File: config.mk
export PLATFORM = sky130hd
export DESIGN_NAME = sysid_regs
export DESIGN_NICKNAME = d
export VERILOG_FILES = /design/src/rtl/sysid_pkg.sv /design/src/rtl/sysid_uptime_counter.sv /design/src/rtl/sysid_regs.sv
export SDC_FILE = /design/constraint.sdc
export NUM_CORES = 1
export LEC_CHECK = 0
export CAP_MARGIN = 10
export CELL_PAD_IN_SITES_DETAIL_PLACEMENT = 1
export CELL_PAD_IN_SITES_GLOBAL_PLACEMENT = 2
export CORE_ASPECT_RATIO = 2
export CORE_MARGIN = 2
export CORE_UTILIZATION = 32
export CTS_BUF_LIST = sky130_fd_sc_hd__clkbuf_8 sky130_fd_sc_hd__clkbuf_16
export CTS_CLUSTER_SIZE = 16
export DETAILED_ROUTE_END_ITERATION = 7
export GPL_ROUTABILITY_DRIVEN = 0
export PLACE_DENSITY_LB_ADDON = 0.1
export SYNTH_ARGS = -nofsm -noshare
export SYNTH_HDL_FRONTEND = slang
export SYNTH_SLANG_ARGS = --single-unit
File: constraint.sdc
create_clock -name clock -period 0.8 [get_ports clock]
set_input_delay 0.12 -clock clock [delete_from_list [all_inputs] [get_ports clock]]
set_output_delay 0.12 -clock clock [all_outputs]
set_load 0.02 [all_outputs]
File: src/rtl/sysid_pkg.sv
// sysid_pkg -- register map constants and CAPS layout shared by sysid_regs and its sub-module.
`default_nettype none

package sysid_pkg;

  localparam logic [2:0] ADDR_ID        = 3'd0;
  localparam logic [2:0] ADDR_TIMESTAMP = 3'd1;
  localparam logic [2:0] ADDR_UPTIME_LO = 3'd2;
  localparam logic [2:0] ADDR_UPTIME_HI = 3'd3;
  localparam logic [2:0] ADDR_SCRATCH   = 3'd4;
  localparam logic [2:0] ADDR_CAPS      = 3'd5;
  localparam logic [2:0] ADDR_CTRL      = 3'd6;
  localparam logic [2:0] ADDR_RSVD      = 3'd7;

  localparam int CTRL_CLEAR_BIT  = 0;
  localparam int CTRL_FREEZE_BIT = 1;

  localparam int CAPS_PRESENT_BIT = 0;
  localparam int CAPS_WIDTH_LSB   = 8;
  localparam int CAPS_WIDTH_MSB   = 15;

  function automatic logic [31:0] caps_word(input logic [7:0] width, input logic present);
    return {16'h0000, width, 7'h00, present};
  endfunction

endpackage

`default_nettype wire

File: src/rtl/sysid_uptime_counter.sv
// sysid_uptime_counter -- free-running uptime counter with clear/freeze and a HI shadow latched on LO reads.
`default_nettype none

module sysid_uptime_counter #(
  parameter int unsigned UPTIME_W = 64
) (
  input  logic        clk_i,
  input  logic        rst_ni,
  input  logic        clear_i,
  input  logic        freeze_i,
  input  logic        latch_i,
  output logic [31:0] lo_o,
  output logic [31:0] hi_o
);

  logic [UPTIME_W-1:0] cnt_q, cnt_d;
  logic [31:0]         shadow_q, shadow_d;

  always_comb begin
    cnt_d = cnt_q;
    if (clear_i) begin
      cnt_d = '0;
    end else if (!freeze_i) begin
      cnt_d = cnt_q + UPTIME_W'(1);
    end
  end

  // Shadow captures the pre-update upper bits so a LO/HI pair is coherent.
  always_comb begin
    shadow_d = shadow_q;
    if (latch_i) begin
      shadow_d = 32'(cnt_q[UPTIME_W-1:32]);
    end
  end

  always_ff @(posedge clk_i or negedge rst_ni) begin
    if (!rst_ni) begin
      cnt_q    <= '0;
      shadow_q <= '0;
    end else begin
      cnt_q    <= cnt_d;
      shadow_q <= shadow_d;
    end
  end

  assign lo_o = cnt_q[31:0];
  assign hi_o = shadow_q;

endmodule

`default_nettype wire

File: src/rtl/sysid_regs.sv
// sysid_regs -- Avalon-MM system ID / uptime register block, 1-cycle read latency.
// Optional uptime counter, shadow and CTRL enabled by defining SYSID_UPTIME_EN.
`default_nettype none

module sysid_regs
  import sysid_pkg::*;
#(
  parameter logic [31:0] ID_VALUE    = 32'h0000_0000,
  parameter logic [31:0] TIMESTAMP   = 32'h0000_0000,
  parameter int unsigned UPTIME_W    = 64,
  parameter logic [31:0] SCRATCH_RST = 32'h0000_0000
) (
  input  logic        clock,
  input  logic        reset_n,
  input  logic [2:0]  address,
  input  logic        read,
  input  logic        write,
  input  logic [31:0] writedata,
  output logic [31:0] readdata,
  output logic        readdatavalid
);

  localparam logic [7:0] UPTIME_W8 = 8'(UPTIME_W);

  logic [31:0] scratch_q, scratch_d;
  logic [31:0] readdata_q, readdata_d;
  logic        rdv_q;
  logic [31:0] rd_mux;
  logic [31:0] uptime_lo, uptime_hi, ctrl_rd;
  logic        uptime_present;

`ifdef SYSID_UPTIME_EN
  logic freeze_q, freeze_d;
  logic ctrl_wr;

  assign ctrl_wr  = write && (address == ADDR_CTRL);
  assign freeze_d = ctrl_wr ? writedata[CTRL_FREEZE_BIT] : freeze_q;

  always_ff @(posedge clock or negedge reset_n) begin
    if (!reset_n) freeze_q <= 1'b0;
    else          freeze_q <= freeze_d;
  end

  sysid_uptime_counter #(
    .UPTIME_W (UPTIME_W)
  ) u_uptime (
    .clk_i    (clock),
    .rst_ni   (reset_n),
    .clear_i  (ctrl_wr && writedata[CTRL_CLEAR_BIT]),
    .freeze_i (freeze_q),
    .latch_i  (read && (address == ADDR_UPTIME_LO)),
    .lo_o     (uptime_lo),
    .hi_o     (uptime_hi)
  );

  // Clear is self-clearing, so only the freeze bit is ever visible.
  assign ctrl_rd        = 32'(freeze_q) << CTRL_FREEZE_BIT;
  assign uptime_present = 1'b1;
`else
  assign uptime_lo      = 32'h0;
  assign uptime_hi      = 32'h0;
  assign ctrl_rd        = 32'h0;
  assign uptime_present = 1'b0;
`endif

  always_comb begin
    rd_mux = 32'h0;
    unique case (address)
      ADDR_ID:        rd_mux = ID_VALUE;
      ADDR_TIMESTAMP: rd_mux = TIMESTAMP;
      ADDR_UPTIME_LO: rd_mux = uptime_lo;
      ADDR_UPTIME_HI: rd_mux = uptime_hi;
      ADDR_SCRATCH:   rd_mux = scratch_q;
      ADDR_CAPS:      rd_mux = caps_word(UPTIME_W8, uptime_present);
      ADDR_CTRL:      rd_mux = ctrl_rd;
      ADDR_RSVD:      rd_mux = 32'h0;
      default:        rd_mux = 32'h0;
    endcase
  end

  always_comb begin
    scratch_d  = scratch_q;
    readdata_d = readdata_q;
    if (write && (address == ADDR_SCRATCH)) scratch_d = writedata;
    if (read) readdata_d = rd_mux;
  end

  always_ff @(posedge clock or negedge reset_n) begin
    if (!reset_n) begin
      scratch_q  <= SCRATCH_RST;
      readdata_q <= 32'h0;
      rdv_q      <= 1'b0;
    end else begin
      scratch_q  <= scratch_d;
      readdata_q <= readdata_d;
      rdv_q      <= read;
    end
  end

  assign readdata      = readdata_q;
  assign readdatavalid = rdv_q;

endmodule

`default_nettype wire
==> results of run 1 <==
flip-flops by register name (all words and copies together), names as in the netlist:
register	count
scratch_q	32
readdata	32
readdatavalid	1
through the flow:
step	hold WS [ns]	area, sq um	TNS, ns	util [%]	power [mW]
after detailed placement	0.135	3910	-65.40	47.4	5.74
after CTS	0.0684	4590	-14.91	55.8	9.52
final	0.0852	4710	-12.94	57.2	9.52
after global placement	0.133	3910	-64.88	47.4	5.69
after floorplan	-0.176	2880	-14.56	-	4.96
after global routing	0.0877	4710	-14.30	57.2	9.96
routing by layer:
metal | global-route usage [%] | wire, um | vias to the layer above
met4 | 8.50 | 136 | 0
li1 | - | - | 897
met5 | 0 | 0 | -
met3 | 3.63 | 248 | 9
met2 | 31.9 | 4500 | 51
met1 | 22.2 | 3180 | 1015
final timing paths:
check                               from            end  cells after the start
setup / recovery            readdata[31]   readdata[31]                      1
hold / removal                address[2]   readdata[14]                      3
setup reg to reg            readdata[24]   readdata[24]                      3
hold reg to reg            scratch_q[12]  scratch_q[12]                      1
max in group asynchronous        reset_n   readdata[20]                      3
min in group asynchronous        reset_n    readdata[2]                      3
cell families after synthesis:
group / count (synthesis) / share of synthesized area (%)
flops: 65 / 60.6
simple gates: 35 / 5.41
compound gates: 32 / 11.1
mux: 32 / 17.6
buf+inv: 17 / 5.22
cell usage after synthesis (all sizes together):
master	count
dfrtp	65
mux2	32
nand2	31
o2bb2ai	31
buf	9
clkbuf	6
inv	2
nand2b	1
nor2	1
nor4bb	1
o41ai	1
or3b	1
where the power goes:
group	switching, mW	internal (mW)
sequential	0.293	3.74
combinational	0.762	1.21
clock	1.33	2.20
cell type report:
class                           instances  share of cell area (%)
Timing Repair Buffer                  135                    30.1
Clock buffer                           11                    5.37
Sequential cell                        65                    34.6
Clock inverter                          3                   0.239
Multi-Input combinational cell         99                    27.0
Inverter                                2                   0.160
Tap cell                               98                    2.61
timing repair:
action	4_1_cts	5_1_grt
setup buffers	26	12
pin swaps	3	3
resized for setup	240	23
cloned	6	0
endpoints found under the hold margin	65	0
hold buffers	1	0
endpoints found under the setup margin	97	97
==> flow_summary.ini, run 1 <==
[logic_synthesis]
synth_cell_types = 18
syn_nets = 220
syn_area_per_cell_sq_um = 14.8
synth.area.top_cells = dfrtp_1 (61%), mux2_4 (17%), o2bb2ai_1 (9.1%)
postSynthCellCount = 181
yosysSeqAreaShare_pct = 60.6
ys_seq_elements = 65
netlist_area_sq_um = 2680
netlist.area_leader.share_pct = 60.6
yosys_warnings = 0
yosys.area.top_type = dfrtp_1

[clock_network]
cts_tree = built
cts_num_sinks = 65
numCtsBuffers = 9
clk_path_buf_depth = 2
cts_root_buf = clkbuf_16
cts.clk_slew.worst_paths_ns = 0.05
insertion_delay_ns = 0.32
cts-htree-levels = 3

[sta]
maxSlewHeadroom_pct = 79.6
hold_viol_final = 0
fmax_mhz = 1000
setup_viol = 96
drv_slew = 0
skew_ns = 0.00504
worst_slew_pin_slew_ns = 0.306
period_share_pct = 125
fin_ws_ns = -0.199
rsz0062_at_grt = true
min_period_ns = 0.999

[worst_setup_path]
cp_slowest_stage_delay_ns = 0.41
cp-start-kind = flip-flop
worstPathBufferInverterCount = 1
slowest_stage = dfrtp_1
cp-end-kind = output pin
path_cells = buf_6
critPathRequiredTime_ns = 0.68
cp_top_family = flip-flops
critical_path_arrival_ns = 0.88
crit_type = flip-flop to output pin
reg2reg_slack_ns = -0.08
worstPathMaxFanout = 2

[grt]
overflow = 0
antenna_found_initial = 0
track_usage_pct = 18.9
grt_pass1_wl_um = 12200
grt_max_degree = 43
grt_pass1_vias = 2200

[floorplanning]
die_w_um = 68.8
start_util_pct = 32.6
die_y_um = 134
ioPinCount = 72
dieArea_sq_um = 9180
rows = 47
core_area_sq_um = 8230

[cells_and_area]
post_layout_nonfiller_instances = 413
layout_commonest_cell = dfrtp_1
final_nets = 351
drive_gt1_share_pct = 57.1
seqCellArea_sq_um = 1630
areaGrowthSynthToFinish_pct = 75.3
multi_input_area_sq_um = 1270
n_antenna_cell = 0
layout_common_cells = dfrtp_1 (65), buf_4 (43), buf_6 (42)
fillers = 803

[min_path]
hp-class = input port to flip-flop

[drt]
via_count = 1972
drc = 0
wl_per_cell_um = 19.5
firstDrtPassIters = 4
vias_per_cell = 4.77
ant_nets = 0
wirelength_um = 8070
dr.first_iter.drc_count = 60

[pwr]
powerDensity_nw_per_um2 = 2020
peakVddDrop_mv = 1.18
p_leak_nw = 2.18

[placement]
place_ws_ns = -0.958
placed_cells = 373
io_buffers = 71
hpwl_um = 4550

[status]
violations = negative setup slack
outcome = complete, but fails checks

[run]
maxCapViolCount = 0
Power figures use the tool's default switching activity.
==> run 2, diff against run 1 <==
- PLACE_DENSITY: default -> 0.83
- PLACE_DENSITY_LB_ADDON: 0.1 -> default
==> run 2 against run 1 <==
The run ends with negative hold slack, negative setup slack left. Combinational power grew 6%. Cell count increased by 0.24%. Total power grew 17%. Routed wire length is 11% higher. Critical path type is now input port to flip-flop.
==> flow_summary.ini, run 2 (same netlist as run 1, synthesis figures left out) <==
[clock_network]
numCtsBuffers = 9
cts_root_buf = clkbuf_16
cts_num_sinks = 65
hold_buffers = 1
insertion_delay_ns = 0.33
cts_tree = built
cts-htree-levels = 3
clk_path_buf_depth = 2
cts.clk_slew.worst_paths_ns = 0.06

[sta]
period_share_pct = 134
hold_ws_ns = -0.0141
rsz0062_at_grt = true
worst_slew_pin_slew_ns = 0.353
skew_ns = 0.00437
setup_viol = 96
fin_ws_ns = -0.271
min_period_ns = 1.07
drv_slew = 0
maxSlewHeadroom_pct = 76.5
fmax_mhz = 934
hold_viol_final = 1

[drt]
wl_met2_um = 5300
vias_per_cell = 4.80
wl_per_cell_um = 21.7
dr_wl_met3_um = 258
top_layer = met4
via_count = 1988
ant_nets = 0
wirelength_um = 8970
firstDrtPassIters = 4
dr.first_iter.drc_count = 74
drc = 0
met1_length_um = 3210

[worst_setup_path]
critPathRequiredTime_ns = 1.01
crit_type = input port to flip-flop
reg2reg_slack_ns = -0.12
r2r_cells = 3
worstPathMaxFanout = 6
cp-start-kind = input port
critical_path_arrival_ns = 1.29
cp-end-kind = flip-flop

[status]
outcome = complete, but fails checks
violations = negative hold slack, negative setup slack

[pwr]
swShare_pct = 23.6
powerDensity_nw_per_um2 = 2230
clockPowerShare_pct = 44.8
combPwrFrac_pct = 18.7
internal_power_mw = 8.50
power.total_mw = 11.1
p_seq_share_pct = 36.5
power_switching_mw = 2.63
p_leak_nw = 2.26
peakVddDrop_mv = 1.16

[cells_and_area]
areaGrowthSynthToFinish_pct = 85.7
drive_gt1_share_pct = 57.6
layout_commonest_cell = dfrtp_1
layout_common_cells = dfrtp_1 (65), buf_4 (40), buf_6 (39)
final_nets = 350
n_antenna_cell = 0

[min_path]
hp-class = input port to flip-flop
min_delay_path_depth = 2

[floorplanning]
dieArea_sq_um = 9180
rows = 47
die_w_um = 68.8
start_util_pct = 32.6
die_y_um = 134
ioPinCount = 72
core_area_sq_um = 8230

[grt]
antenna_found_initial = 0
overflow = 0
track_usage_pct = 20.6
grt_max_degree = 66
grt_pass1_wl_um = 13200
grt_pass1_vias = 2350

[run]
maxCapViolCount = 0

[placement]
io_buffers = 71
hpwl_um = 4850
==> run 2: metal layers <==
metal | vias to the layer above | global-route usage (%)
met1 | 1029 | 23.2
met3 | 13 | 4.31
met4 | 0 | 8.82
met5 | - | 0
met2 | 49 | 36.0
li1 | 897 | -
==> run 2: worst paths after layout <==
| path | start | endpoint |
|---|---|---|
| setup reg to reg | readdata[30] | readdata[30] |
| setup / recovery | address[1] | scratch_q[16] |
| min in group asynchronous | reset_n | scratch_q[18] |
| max in group asynchronous | reset_n | readdata[20] |
| hold reg to reg | scratch_q[5] | scratch_q[5] |
| hold / removal | address[1] | readdata[14] |
==> run 2: through the flow <==
step	setup TNS (ns)	area (sq um)	instances	setup slack, ns	utilization (%)
6_report	-16.64	4980	414	-0.271	60.5
5_1_grt	-18.46	4980	414	-0.296	60.5
4_1_cts	-13.82	4670	405	-0.250	56.7
3_5_place_dp	-61.60	3950	376	-0.918	48.0
3_3_place_gp	-59.47	3950	376	-0.877	48.0
2_1_floorplan	-14.56	2880	181	-0.331	-
==> run 2: layout make-up <==
| cell class | count | area (sq um) |
|---|---|---|
| fillers | 776 | 3250 |
| flip-flops and latches | 65 | 1630 |
| repair buffers | 134 | 1480 |
| multi-input cells | 99 | 1370 |
| clock buffers | 11 | 253 |
| clock inverters | 5 | 125 |
| well taps | 98 | 123 |
| inverters | 2 | 7.51 |
==> run 2: repair_timing <==
item | 4_1_cts | 5_1_grt
gates cloned | 6 | 0
endpoints found under the setup margin | 97 | 97
resized for setup | 235 | 23
setup buffers | 13 | 11
pin swaps | 2 | 2
endpoints found under the hold margin | 66 | 1
==> run 2: power groups by stage <==
stage	registers, mW	logic [mW]	clock network [mW]
detailed placement	4.05	1.73	0
floorplan	4.09	0.870	0
global placement	4.04	1.66	0
global route	4.10	2.21	5.18
finish	4.06	2.08	4.99
CTS	4.03	1.89	5.03
==> run 2: worst max-delay path, cell delays in order <==
cell and delay (ns):
buf_8 0.10, nor4bb_4 0.34, buf_4 0.17, buf_6 0.12, buf_12 0.13, mux2_4 0.30
==> RTL edit 1: new RTL, config.mk and constraints of run 1 <==
Set the parameter `UPTIME_W` to 72 (it was 64).
--- a/src/rtl/sysid_regs.sv
+++ b/src/rtl/sysid_regs.sv
@@ -7,7 +7,7 @@
 #(
   parameter logic [31:0] ID_VALUE    = 32'h0000_0000,
   parameter logic [31:0] TIMESTAMP   = 32'h0000_0000,
-  parameter int unsigned UPTIME_W    = 64,
+  parameter int unsigned UPTIME_W    = 72,
   parameter logic [31:0] SCRATCH_RST = 32'h0000_0000
 ) (
   input  logic        clock,
Function: changed (Yosys sat finds a counterexample within 4 cycles, from zero or initial values and one cycle with reset_n low).
==> RTL edit 1 against run 1 <==
- wire length shrank 3.6%
- critical path type is now in -> reg
- first-iteration DRC count shrank 17%
- die area shrank 1.5%
- sequential cell count is the same
- setup slack lost 0.050 ns
- power grew 4.0%
- synthesized area shrank 1.6%
- design area grew 1.1%
- the flow still finishes with violations (negative setup slack)
==> RTL edit 1: results (changes against run 1) <==
status=finished, violations left; failing checks=negative setup slack; HPWL Detailed=4800 µm (+5.6%); nets@finish=347 (-1.1%); Worst Clk Skew=0.00438 ns (-0.000652 ns); sequential share of the synthesized area=61.6% (+0.98 points); met2 WL=4210 µm (-6.6%); routed wl met3=311 µm (+25%); Hold EP=readdatavalid; per-cell routed wire length=19.0 µm (-2.6%); relative slew slack=79.2% (-0.37 points); Mapped Nets=219 (-0.45%); dpl ws=-0.938 ns (+0.0207 ns); reg2reg end=readdata[28]; vias in the first global route=2210 (+0.45%); final setup fails=95 (-1.0%); Total GRT Usage=17.9% (-0.94 points); layout cell share with drive strength beyond 1=56.5% (-0.59 points); via/cell ratio=4.74 (-0.71%); final worst slack=-0.249 ns (-0.0503 ns); hold path cells=2 (-1); first-pass GRT wire length=11700 µm (-4.3%); most common library cells after synthesis=dfrtp_1, mux2_4, nand2_1, o2bb2ai_1, clkbuf_1; Worst Path Max Fanout=6 (+4); Area contributors post-synth=dfrtp_1, mux2_4, o2bb2ai_1; crit-path max cell delay=0.32 ns (-0.09 ns); LEAKAGE=0.00216 µW (-0.93%)
[RTL edit 1: critical path: cells and delay by family]
family / cells / cell delay [ns]
buffers and inverters: 4 / 0.51
and+or+nand+nor: 1 / 0.32
muxes: 1 / 0.30
[RTL edit 1: cell type report]
cell class,instances,area share [%]
clock buffers,10,5.02
clock inverters,6,1.24
inverters,1,0.0789
multi-input cells,101,27.8
flip-flops and latches,65,34.2
well taps,96,2.52
repair buffers,130,29.2
[RTL edit 1: what timing repair did]
action / CTS / global route
hold buffers: 1 / 0
resized for setup: 229 / 19
cloned: 2 / 1
endpoints found under the setup margin: 97 / 97
endpoints found under the hold margin: 65 / 0
buffers inserted: 14 / 10
pin swaps: 1 / 2
[RTL edit 1: cells by family (layout without fill, tap and decap cells)]
kind of cell | after synthesis | after routing | synth area share, %
flops | 65 | 65 | 61.6
simple gates | 37 | 37 | 5.97
compound gates | 32 | 32 | 10.5
mux | 32 | 32 | 17.9
buf+inv | 14 | 147 | 4.03
[RTL edit 1: routing by layer]
metal / vias to the layer above / global-route usage [%]
met4: 0 / 7.89
met2: 53 / 30.2
li1: 892 / -
met3: 15 / 5.19
met5: - / 0
met1: 979 / 20.2
[RTL edit 1: how the worst max path moves through the flow]
stage            startpoint            end  slack (ns)  cells after the start
4_1_cts        readdata[10]   readdata[10]       -0.24                      1
2_1_floorplan    address[1]   scratch_q[0]       -0.33                      4
3_5_place_dp     address[1]  scratch_q[31]       -0.94                      5
3_3_place_gp     address[1]   scratch_q[6]       -0.90                      5
6_report         address[1]   scratch_q[3]       -0.25                      6
5_1_grt          address[1]   scratch_q[5]       -0.27                      6
[RTL edit 1: power breakdown]
part	total, µW	internal [µW]	switching [µW]
Clock	3910	2470	1440
Sequential	4030	3740	293
Combinational	1960	1190	770
Total	9900	7400	2500
[RTL edit 1: through the flow]
stage                     cells  power [µW]  cell area (µm²)  hold slack, ns  setup TNS (ns)
final                       409        9900             4760           0.184          -17.13
after global routing        409       10300             4760           0.212          -18.99
after CTS                   398        9860             4480           0.185          -12.99
after detailed placement    374        5760             3970           0.137          -61.89
after global placement      374        5720             3970           0.137          -60.28
after floorplan             180        4970             2890          -0.176          -12.86
==> RTL edit 2: new RTL, settings of run 1 <==
Without the edit above. The output `readdatavalid` loses its register stage (`rdv_q` becomes a continuous assignment).
--- a/src/rtl/sysid_regs.sv
+++ b/src/rtl/sysid_regs.sv
@@ -89,13 +89,13 @@
     if (!reset_n) begin
       scratch_q  <= SCRATCH_RST;
       readdata_q <= 32'h0;
-      rdv_q      <= 1'b0;
     end else begin
       scratch_q  <= scratch_d;
       readdata_q <= readdata_d;
-      rdv_q      <= read;
     end
   end
+
+  assign rdv_q = read;
 
   assign readdata      = readdata_q;
   assign readdatavalid = rdv_q;
Formal check against the unedited RTL: not equivalent (a bounded check fails within 4 cycles, from zero or initial values and one cycle with reset_n low).
==> RTL edit 2 against run 1 <==
- the run still ends with negative setup slack left
- setup slack lost 0.039 ns
- fmax shrank 3.8%
- die area shrank 0.62%
- design area grew 4.5%
- wire length grew 2.6%
- cell count grew 0.97%
- non-clock buffer count grew 3
- worst hold slack lost 0.016 ns
- power grew 7.2%
- synthesized area shrank 0.65%
- sequential cell count shrank 1
- first-iteration DRC count shrank 6.7%
- critical path depth grew 4
- critical path type is now in -> reg
- largest power group is now the clock network
==> RTL edit 2: results (changes against run 1) <==
largest vdd supply drop=1260 µV (+6.4%); CP max-delay cell=nor4bb_4; most common library cells after synthesis=dfrtp_1, nand2_1, mux2_4, o2bb2ai_1, clkbuf_1; vias in the first global route=2281 (+3.7%); Worst Path Max Fanout=8 (+6); nets@finish=353 (+0.57%); relative slew slack=76.3% (-3.3 points); dpl ws=-0.946 ns (+0.0119 ns); reg2reg end=readdata[17]; status=finished, violations left; largest net degree at the start of global routing=36 (-16%); top-area cell type share of the netlist area=60.1% (-0.54 points); final setup fails=88 (-8.3%); sequential share of the synthesized area=60.1% (-0.54 points); Vias=1997 (+1.3%); final worst slack=-0.238 ns (-0.0392 ns); Total GRT Usage=19.1% (+0.21 points); reg2reg start=readdata[17]; HPWL Detailed=5000 µm (+9.9%); Synth cell types=18 (unchanged); syn avg cell area=14.7 µm² (-0.65%); WHS=0.0689 ns (-0.0163 ns); Sum Neg Setup Slack=-15.00 ns (-2.06 ns); Worst Clk Skew=0.00388 ns (-0.00116 ns); post-placement cell count=383 (+2.7%); via/cell ratio=4.79 (+0.30%); failing checks=negative setup slack; WP data arrival=1.25 ns (+0.37 ns); Placement Cell Area=3990 µm² (+2.1%)
-- RTL edit 2: worst max-delay path: cells and delay by family --
family	cells	cell delay, ns
buffers and inverters	3	0.44
muxes	1	0.30
and+or+nand+nor	1	0.40
-- RTL edit 2: what timing repair did --
| action | in CTS | in global routing |
|---|---|---|
| setup endpoints to repair | 97 | 96 |
| pin swaps | 3 | 3 |
| endpoints found under the hold margin | 64 | 0 |
| gates resized for setup | 243 | 29 |
| gates cloned | 3 | 1 |
| hold buffers | 1 | 0 |
| buffers inserted | 20 | 8 |
-- RTL edit 2: per-layer routing --
layer | up-vias | share of wire, % | GRT usage (%)
met5 | - | 0 | 0
met4 | 0 | 2.2 | 9.33
met3 | 10 | 3.4 | 3.55
met2 | 52 | 55 | 31.3
met1 | 1030 | 39 | 23.2
li1 | 905 | - | -
-- RTL edit 2: logic make-up after synthesis --
| family | count (synthesis) | synth area share, % |
|---|---|---|
| AOI/OAI and AO/OA | 32 | 11.2 |
| muxes | 32 | 17.7 |
| and+or+nand+nor | 35 | 5.44 |
| DFF | 64 | 60.1 |
| buffers and inverters | 18 | 5.54 |
-- RTL edit 2: layout make-up --
cell class / instances / area (µm²)
fill: 788 / 3260
sequential: 64 / 1600
timing repair buffer: 138 / 1470
multi-input combinational: 99 / 1400
clock buffer: 10 / 239
tap: 98 / 123
clock inverter: 6 / 76.3
inverter: 2 / 10.0
-- RTL edit 2: power breakdown --
group | switching [µW] | internal [µW]
logic | 814 | 1250
clock network | 1390 | 2770
registers | 305 | 3690
total | 2510 | 7710
-- RTL edit 2: worst max path at each step --
| stage | to | slack (ns) | depth (start not counted) |
|---|---|---|---|
| after floorplan | scratch_q[0] | -0.33 | 4 |
| after global placement | scratch_q[1] | -0.94 | 5 |
| after detailed placement | scratch_q[1] | -0.95 | 5 |
| after CTS | readdata[27] | -0.23 | 1 |
| after global routing | scratch_q[12] | -0.26 | 5 |
| final | scratch_q[9] | -0.24 | 5 |
-- RTL edit 2: metrics by stage --
stage	total power, µW	util, %
after floorplan	4910	-
after global placement	5690	48.8
after detailed placement	5740	48.8
after CTS	10100	56.8
after global routing	10600	60.2
final	10200	60.2
